$ cat src/rtl/writeback_unit_pkg.sv
// Shared types and widths for the register-file write-back side of the datapath.
package writeback_unit_pkg;

  localparam int REG_W            = 5;
  localparam int DATA_W           = 32;
  localparam int DEFAULT_LINK_REG = 31;

  typedef enum logic [0:0] {
    IDLE     = 1'b0,
    WAIT_MEM = 1'b1
  } wb_state_e;

endpackage

$ cat src/rtl/wb_load_timer.sv
// Saturating wait counter for outstanding loads; expired flags that this edge's
// increment reaches LIMIT.
module wb_load_timer #(
  parameter int LIMIT = 255
) (
  input  logic clock,
  input  logic reset,
  input  logic clear,
  input  logic enable,
  output logic expired
);

  localparam int CNT_W = $clog2(LIMIT + 1);
  localparam logic [CNT_W-1:0] ONE     = CNT_W'(1);
  localparam logic [CNT_W:0]   ONE_X   = (CNT_W+1)'(1);
  localparam logic [CNT_W:0]   LIMIT_X = (CNT_W+1)'(LIMIT);

  logic [CNT_W-1:0] count;

  assign expired = ({1'b0, count} + ONE_X) >= LIMIT_X;

  always_ff @(posedge clock) begin
    if (reset || clear) begin
      count <= '0;
    end else if (enable && ({1'b0, count} < LIMIT_X)) begin
      count <= count + ONE;
    end
  end

endmodule

$ cat src/rtl/writeback_unit.sv
// Register-file write port driver: selects destination and value for retiring
// instructions and holds loads until their data returns or the wait times out.
module writeback_unit
  import writeback_unit_pkg::*;
#(
  parameter int LINK_REG     = DEFAULT_LINK_REG,
  parameter int LOAD_TIMEOUT = 255
) (
  input  logic              clock,
  input  logic              reset,
  input  logic              in_valid,
  output logic              in_ready,
  input  logic              RegWrite,
  input  logic              RegDst,
  input  logic              MemOrIOToReg,
  input  logic              Jal,
  input  logic [DATA_W-1:0] Instruction,
  input  logic [DATA_W-1:0] ALU_result,
  input  logic [DATA_W-1:0] opcplus4,
  input  logic              mem_valid,
  input  logic [DATA_W-1:0] mem_or_io_data,
  output logic              wb_reg_write,
  output logic [REG_W-1:0]  wb_dst,
  output logic [DATA_W-1:0] wb_data,
  output logic              pend_valid,
  output logic [REG_W-1:0]  pend_dst,
  output logic              load_timeout
);

  localparam logic [REG_W-1:0] LINK_IDX = REG_W'(LINK_REG);

  wb_state_e         state, state_nxt;
  logic              accept;
  logic [REG_W-1:0]  dst_sel;
  logic              wr_nxt, timeout_nxt;
  logic [REG_W-1:0]  dst_nxt, pend_dst_nxt;
  logic [DATA_W-1:0] data_nxt;
  logic              timer_clear, timer_en, timer_expired;
  logic              instr_unused;

  // Opcode, rs and shamt/funct fields play no part in write-back.
  assign instr_unused = ^{Instruction[31:21], Instruction[10:0]};

  assign in_ready   = (state == IDLE) && !reset;
  assign accept     = in_valid && in_ready;
  assign pend_valid = (state == WAIT_MEM);
  assign dst_sel    = Jal ? LINK_IDX : (RegDst ? Instruction[15:11] : Instruction[20:16]);

  wb_load_timer #(
    .LIMIT(LOAD_TIMEOUT)
  ) u_timer (
    .clock  (clock),
    .reset  (reset),
    .clear  (timer_clear),
    .enable (timer_en),
    .expired(timer_expired)
  );

  always_comb begin
    state_nxt    = state;
    wr_nxt       = 1'b0;
    timeout_nxt  = 1'b0;
    dst_nxt      = wb_dst;
    data_nxt     = wb_data;
    pend_dst_nxt = pend_dst;
    timer_clear  = 1'b0;
    timer_en     = 1'b0;
    case (state)
      IDLE: begin
        if (accept && RegWrite) begin
          if (!Jal && MemOrIOToReg) begin
            pend_dst_nxt = dst_sel;
            timer_clear  = 1'b1;
            state_nxt    = WAIT_MEM;
          end else if (dst_sel != '0) begin
            wr_nxt   = 1'b1;
            dst_nxt  = dst_sel;
            data_nxt = Jal ? opcplus4 : ALU_result;
          end
        end
      end
      WAIT_MEM: begin
        // Returning data takes priority over a timeout on the same edge.
        if (mem_valid) begin
          state_nxt = IDLE;
          if (pend_dst != '0) begin
            wr_nxt   = 1'b1;
            dst_nxt  = pend_dst;
            data_nxt = mem_or_io_data;
          end
        end else begin
          timer_en = 1'b1;
          if (timer_expired) begin
            timeout_nxt = 1'b1;
            state_nxt   = IDLE;
          end
        end
      end
      default: state_nxt = IDLE;
    endcase
  end

  always_ff @(posedge clock) begin
    if (reset) begin
      state        <= IDLE;
      wb_reg_write <= 1'b0;
      wb_dst       <= '0;
      wb_data      <= '0;
      pend_dst     <= '0;
      load_timeout <= 1'b0;
    end else begin
      state        <= state_nxt;
      wb_reg_write <= wr_nxt;
      wb_dst       <= dst_nxt;
      wb_data      <= data_nxt;
      pend_dst     <= pend_dst_nxt;
      load_timeout <= timeout_nxt;
    end
  end

endmodule
$ cat config.mk
export PLATFORM = sky130hd
export DESIGN_NAME = writeback_unit
export DESIGN_NICKNAME = d
export VERILOG_FILES = /design/src/rtl/writeback_unit_pkg.sv /design/src/rtl/wb_load_timer.sv /design/src/rtl/writeback_unit.sv
export SDC_FILE = /design/constraint.sdc
export NUM_CORES = 1
export LEC_CHECK = 0
export CORE_ASPECT_RATIO = 1.4
export CORE_MARGIN = 3
export CORE_UTILIZATION = 38
export DETAILED_ROUTE_END_ITERATION = 7
export PLACE_DENSITY = 0.83
export SLEW_MARGIN = 40
export SYNTH_ARGS = -nofsm -noshare
export SYNTH_HDL_FRONTEND = slang
export SYNTH_HIERARCHICAL = 1
export SYNTH_SLANG_ARGS = --single-unit
$ cat constraint.sdc
create_clock -name clock -period 2.1 [get_ports clock]
set_input_delay 0.21 -clock clock [delete_from_list [all_inputs] [get_ports clock]]
set_output_delay 0.21 -clock clock [all_outputs]
set_load 0.05 [all_outputs]
Word-level counts from Yosys, hierarchy flattened
Cells that the tools add are included.
{"block": "classes", "add_sub_neg": 2, "n_lt_le_gt_ge": 2, "n_eq_ne": 5, "muxes": 30, "bitwise": 1, "reduce_logical": 13}
{"op": "$mux W32", "n": 6}
{"op": "$pmux W32 S2", "n": 1}
{"op": "$mux W5", "n": 7}
{"op": "$mux W1", "n": 13}
{"op": "$pmux W5 S2", "n": 1}
{"op": "$reduce_bool A5 Y1", "n": 2}
{"op": "$add A8 B1 Y9 const B", "n": 1}
{"op": "$ge A9 B8 Y1 const B", "n": 1}
{"op": "$add A8 B1 Y8 const B", "n": 1}
{"op": "$lt A8 B8 Y1 const B", "n": 1}
{"op": "$ne A2 B1 Y1 const B", "n": 3}
{"op": "$logic_and A1 B1 Y1", "n": 5}
{"op": "$reduce_and A5 Y1", "n": 1}
{"op": "$ne A2 B2 Y1 const B", "n": 2}
{"op": "$pmux W1 S2", "n": 2}
{"op": "$reduce_and A3 Y1", "n": 1}
{"op": "$reduce_or A3 Y1", "n": 1}
{"op": "$logic_not A1 Y1", "n": 2}
{"op": "$logic_or A1 B1 Y1", "n": 1}
{"op": "$not A1 Y1", "n": 1}
{"block": "word_totals", "register_bits": 53, "inputBits": 136}

Depth between registers and ports, before layout
Gate-level depths: netlist of run 1.
{"block": "logic_depth", "depth_word": 7, "mapped_depth": 8, "mapped_depth_nobuf": 8}

Modules after synthesis
The synthesis of run 1 kept the hierarchy.
{"mod": "writeback_unit", "instances": 1, "cells_per_inst": 314, "area_each_um2": 2514.9, "seq_area_each_um2": 900.9}
{"mod": "wb_load_timer", "instances": 1, "cells_per_inst": 59, "area_each_um2": 491.7, "seq_area_each_um2": 160.2}

Worst setup path after synthesis of run 1
Ideal clock, no wire load.
{"block": "synth_path", "path_type": "reg2reg", "start": "register state, in the netlist pend_valid", "end": "register u_timer.count[6]", "setup_ns": 0.128, "t_arrival_ns": 2.458, "path_slack_ns": -0.486, "path_stages_with_launch": 9, "n_path_buf": 3, "period_less_slack_ns": 2.586, "path_cell_list": "dfxtp_1 > clkbuf_1 > nor2_1 > nand3_1 > nor2_1 > clkbuf_1 > or2_2 > clkbuf_1 > nor3_1"}
{"block": "synth_via", "elab_chain_cells": 7, "elab_cells_between_ends": 9, "classes_between": "3 x mux; 1 x bitwise; 5 x reduce/logical"}
{"item": "start, declared", "line": "writeback_unit.sv:32", "text": "wb_state_e state, state_nxt;"}
{"item": "start signal, assigned", "line": "writeback_unit.sv:112", "text": "state <= state_nxt;"}
{"item": "$not A1 Y1"}
{"item": "$logic_and A1 B1 Y1", "line": "writeback_unit.sv:44", "text": "assign in_ready = (state == IDLE) && !reset;"}
{"item": "net in_ready", "line": "writeback_unit.sv:12", "text": "output logic in_ready,"}
{"item": "$logic_and A1 B1 Y1", "line": "writeback_unit.sv:45", "text": "assign accept = in_valid && in_ready;"}
{"item": "$logic_and A1 B1 Y1", "line": "writeback_unit.sv:70", "text": "if (accept && RegWrite) begin"}
{"item": "$mux W1", "line": "writeback_unit.sv:70"}
{"item": "$mux W1", "line": "writeback_unit.sv:68", "text": "case (state)"}
{"item": "net timer_clear", "line": "writeback_unit.sv:38", "text": "logic timer_clear, timer_en, timer_expired;"}
{"item": "$logic_or A1 B1 Y1", "line": "wb_load_timer.sv:23", "text": "if (reset || clear) begin"}
{"item": "end signal, assigned", "line": "wb_load_timer.sv:26", "text": "count <= count + ONE;"}
{"item": "end, declared", "line": "wb_load_timer.sv:18", "text": "logic [CNT_W-1:0] count;"}
The timed path passes the listed nets, and every way through them passes these cells.
A chain may end at the register's enable or synchronous reset.

Worst setup path after layout of run 1
{"block": "layout_path", "start": "register pend_dst[0]", "end": "register wb_data[21]"}
{"block": "layout_via", "elab_chain_cells": 3}
{"item": "start, declared", "line": "writeback_unit.sv:26", "text": "output logic [REG_W-1:0] pend_dst,"}
{"item": "start signal, assigned", "line": "writeback_unit.sv:116", "text": "pend_dst <= pend_dst_nxt;"}
{"item": "$reduce_bool A5 Y1", "line": "writeback_unit.sv:86", "text": "if (pend_dst != '0) begin"}
{"item": "$ne A2 B1 Y1 (no line)"}
{"item": "$reduce_and A5 Y1 (no line)"}
{"item": "end signal, assigned", "line": "writeback_unit.sv:115", "text": "wb_data <= data_nxt;"}
{"item": "end, declared", "line": "writeback_unit.sv:24", "text": "output logic [DATA_W-1:0] wb_data,"}
No other way between the ends.

==> results.toml, run 1 <==
[clock_tree]
cts_resized = 0
clockBufferDepth = 2
clk_pin_slew_ns = 0.09
cts.sinks = 53
cts_tree = "done"
root_buffer = "clkbuf_8"
htree_levels = 2
cts_hold_buf = 0
clk_latency_ns = 0.31
post-cts-setup-buffers = 0
cts_made_buffers = 5

[global_route]
met1_usage = 0.216
grt_use_total = 0.204
grt_pass1_vias = 3168
grt_use_met2 = 0.393
grt_overflow = 0
grt_pass1_wl_mm = 14.8
antenna_found_initial = 0
grt_max_degree = 47
top_usage_layer = "met2"
grt_use_met3 = 0.0463

[logic_synthesis]
yosysTopAreaCell = "dfxtp_1"
ys_seq_area_frac = 0.353
synth_edf_count = 0
ys.flop_type = "dfxtp_1"
async_reset_ff_frac = 0
synth_top_area_share = 0.353
synth_seq_cells = 53
yosysUniqueCellTypes = 44
synth.avg_cell_area_um2 = 8.06
syn_area_mm2 = 0.00301
postSynthCellCount = 373
synth_area_leaders = "dfxtp_1 (35%), mux2i_1 (11%), a21oi_1 (6.8%)"
syn-num-nets = 511
ys_warn_count = 6

[sta]
min_period_ns = 1.96
setup_viol = 0
tightest_slew_ns = 0.762
fmax_mhz = 509
final-hold-violation-count = 0
finalCritPeriodShare = 0.935
slew_violations = 0
slew_headroom = 0.491
rsz0062_at_grt = "no"
finClkSkew_ns = 0.0134
setup_tns_ns = 0

[die]
die_w_um = 81.2
dieHeight_um = 111
dieArea_mm2 = 0.00903
rows = 37
core_mm2 = 0.00750
io_pins = 182
start_util = 0.401

[worst_setup_path]
start_kind = "flop"
critPathTopFamily = "simple AND/OR/NAND/NOR gates"
path_buf_inv = 1
crit_arrival_ns = 2.13
cp_slowest_cell = "or4_1"
slowest_delay_ns = 0.60
crit_fanout = 24
crit_chain = "or4_1 -> o211a_1 -> nor2_4 -> buf_12 -> o31ai_1"
end_kind = "flop"
crit_type = "reg2reg"
required_ns = 2.27

[drt]
drc_errors = 0
drt-total-wl_mm = 9.53
drt_iter0_drc = 263
via_count = 3321
firstDrtPassIters = 4
wl_per_cell_um = 15.5
vias_per_cell = 5.39
ant_nets = 0

[place]
dpl.hpwl_mm = 7.27
gp_congestion = 0.835
io_buffers = 159
placedCellCount = 608

[layout]
regArea_mm2 = 0.00106
multiInputGateArea_mm2 = 0.00176
layout_commonest_cell = "clkdlybuf4s50_1"
nets = 656
nFillCells = 655
antenna_cells = 0
syn_to_final_growth_pct = 60.5
drive_gt1_frac = 0.0771
fin_cells = 616
final_cell_mix = "clkdlybuf4s50_1 (155), dfxtp_1 (52), a21oi_1 (41)"

[min_path]
hold_path.class = "in2reg"

[power]
p_per_area_mw_per_mm2 = 492
finalPower_mw = 2.37
p_leak_nw = 1.77
ir_worst_vdd_v = 0.000416

[flow_run]
maxCapViolations = 0

[run_status]
status = "complete, no violations"
power breakdown:
| group | internal (mW) | total [mW] | switching (mW) |
|---|---|---|---|
| combinational | 0.319 | 0.598 | 0.279 |
| clock | 0.388 | 0.727 | 0.339 |
| sequential | 1.03 | 1.05 | 0.0162 |
synth_stat cells (all sizes together) (2+ instances only):
cell and number:
and3 4, xnor2 3, inv 4, dfxtp 53, buf 18, a211oi 13, or2 2, nor2b 5
nand3 17, xor2 2, o21ai 29, o31ai 23, o2111ai 2, clkbuf 19, a21oi 41, ha 2
o211ai 2, mux2i 33, nand2b 2, nand2 18, nand4 26, nor2 42
cell type report:
type,count,share of cell area
Inverter,4,0.00311
Clock buffer,6,0.0171
Sequential cell,53,0.220
Timing Repair Buffer,175,0.362
Tap cell,97,0.0252
Multi-Input combinational cell,279,0.365
Clock inverter,2,0.00778
registers in the layout (all words and copies together) (netlist names):
| register | count |
|---|---|
| load_timeout | 1 |
| pend_dst | 5 |
| pend_valid | 1 |
| u_timer/count | 8 |
| wb_data | 32 |
| wb_dst | 5 |
| wb_reg_write | 1 |
kinds of logic after synthesis:
group,after synthesis,share of synthesized area
xor gates and xnor gates,5,0.0146
AOI/OAI and AO/OA,118,0.244
muxes,33,0.110
DFF,53,0.353
and+or+nand+nor,121,0.202
buffers and inverters,41,0.0682
adders and majority gates,2,0.00832
path summary, 6_finish.rpt:
kind,from,end,slack [ns],cells after the start
setup / recovery,pend_dst[0],wb_data[21],0.14,5
hold / removal,reset,pend_dst[1],0.41,6
setup reg to reg,pend_dst[0],wb_data[21],0.14,5
hold reg to reg,wb_dst[1],wb_dst[1],0.47,2
routing by layer:
metal / routed length (um) / share of wire / vias up
met5: 0 / 0 / -
met4: 99 / 0.010 / 0
li1: - / - / 1665
met1: 3460 / 0.36 / 1530
met2: 5410 / 0.57 / 116
met3: 560 / 0.059 / 10
worst min-delay path, cell delays in order:
cell and delay, ns:
buf_2 0.11, nor2_4 0.04, nand3_1 0.07, nor2_1 0.08, nor2_1 0.10, a211oi_1 0.05
per-stage QoR:
| stage | setup slack, ns | utilization | instance area [um^2] | hold slack [ns] |
|---|---|---|---|---|
| floorplan | 0.0527 | - | 3020 | 0.428 |
| global placement | -0.00755 | 0.627 | 4700 | 0.450 |
| detailed placement | -0.0370 | 0.627 | 4700 | 0.460 |
| CTS | 0.133 | 0.643 | 4820 | 0.404 |
| global route | 0.0410 | 0.643 | 4820 | 0.438 |
| finish | 0.137 | 0.643 | 4820 | 0.408 |
Note: power is estimated with default switching activity, not from simulation.
==> inputs of run 2 (changes only) <==
Settings changed: GPL_ROUTABILITY_DRIVEN from default to 1.
==> results of run 2 <==
No change in the layout: final DEF, timing and power equal those of run 1.
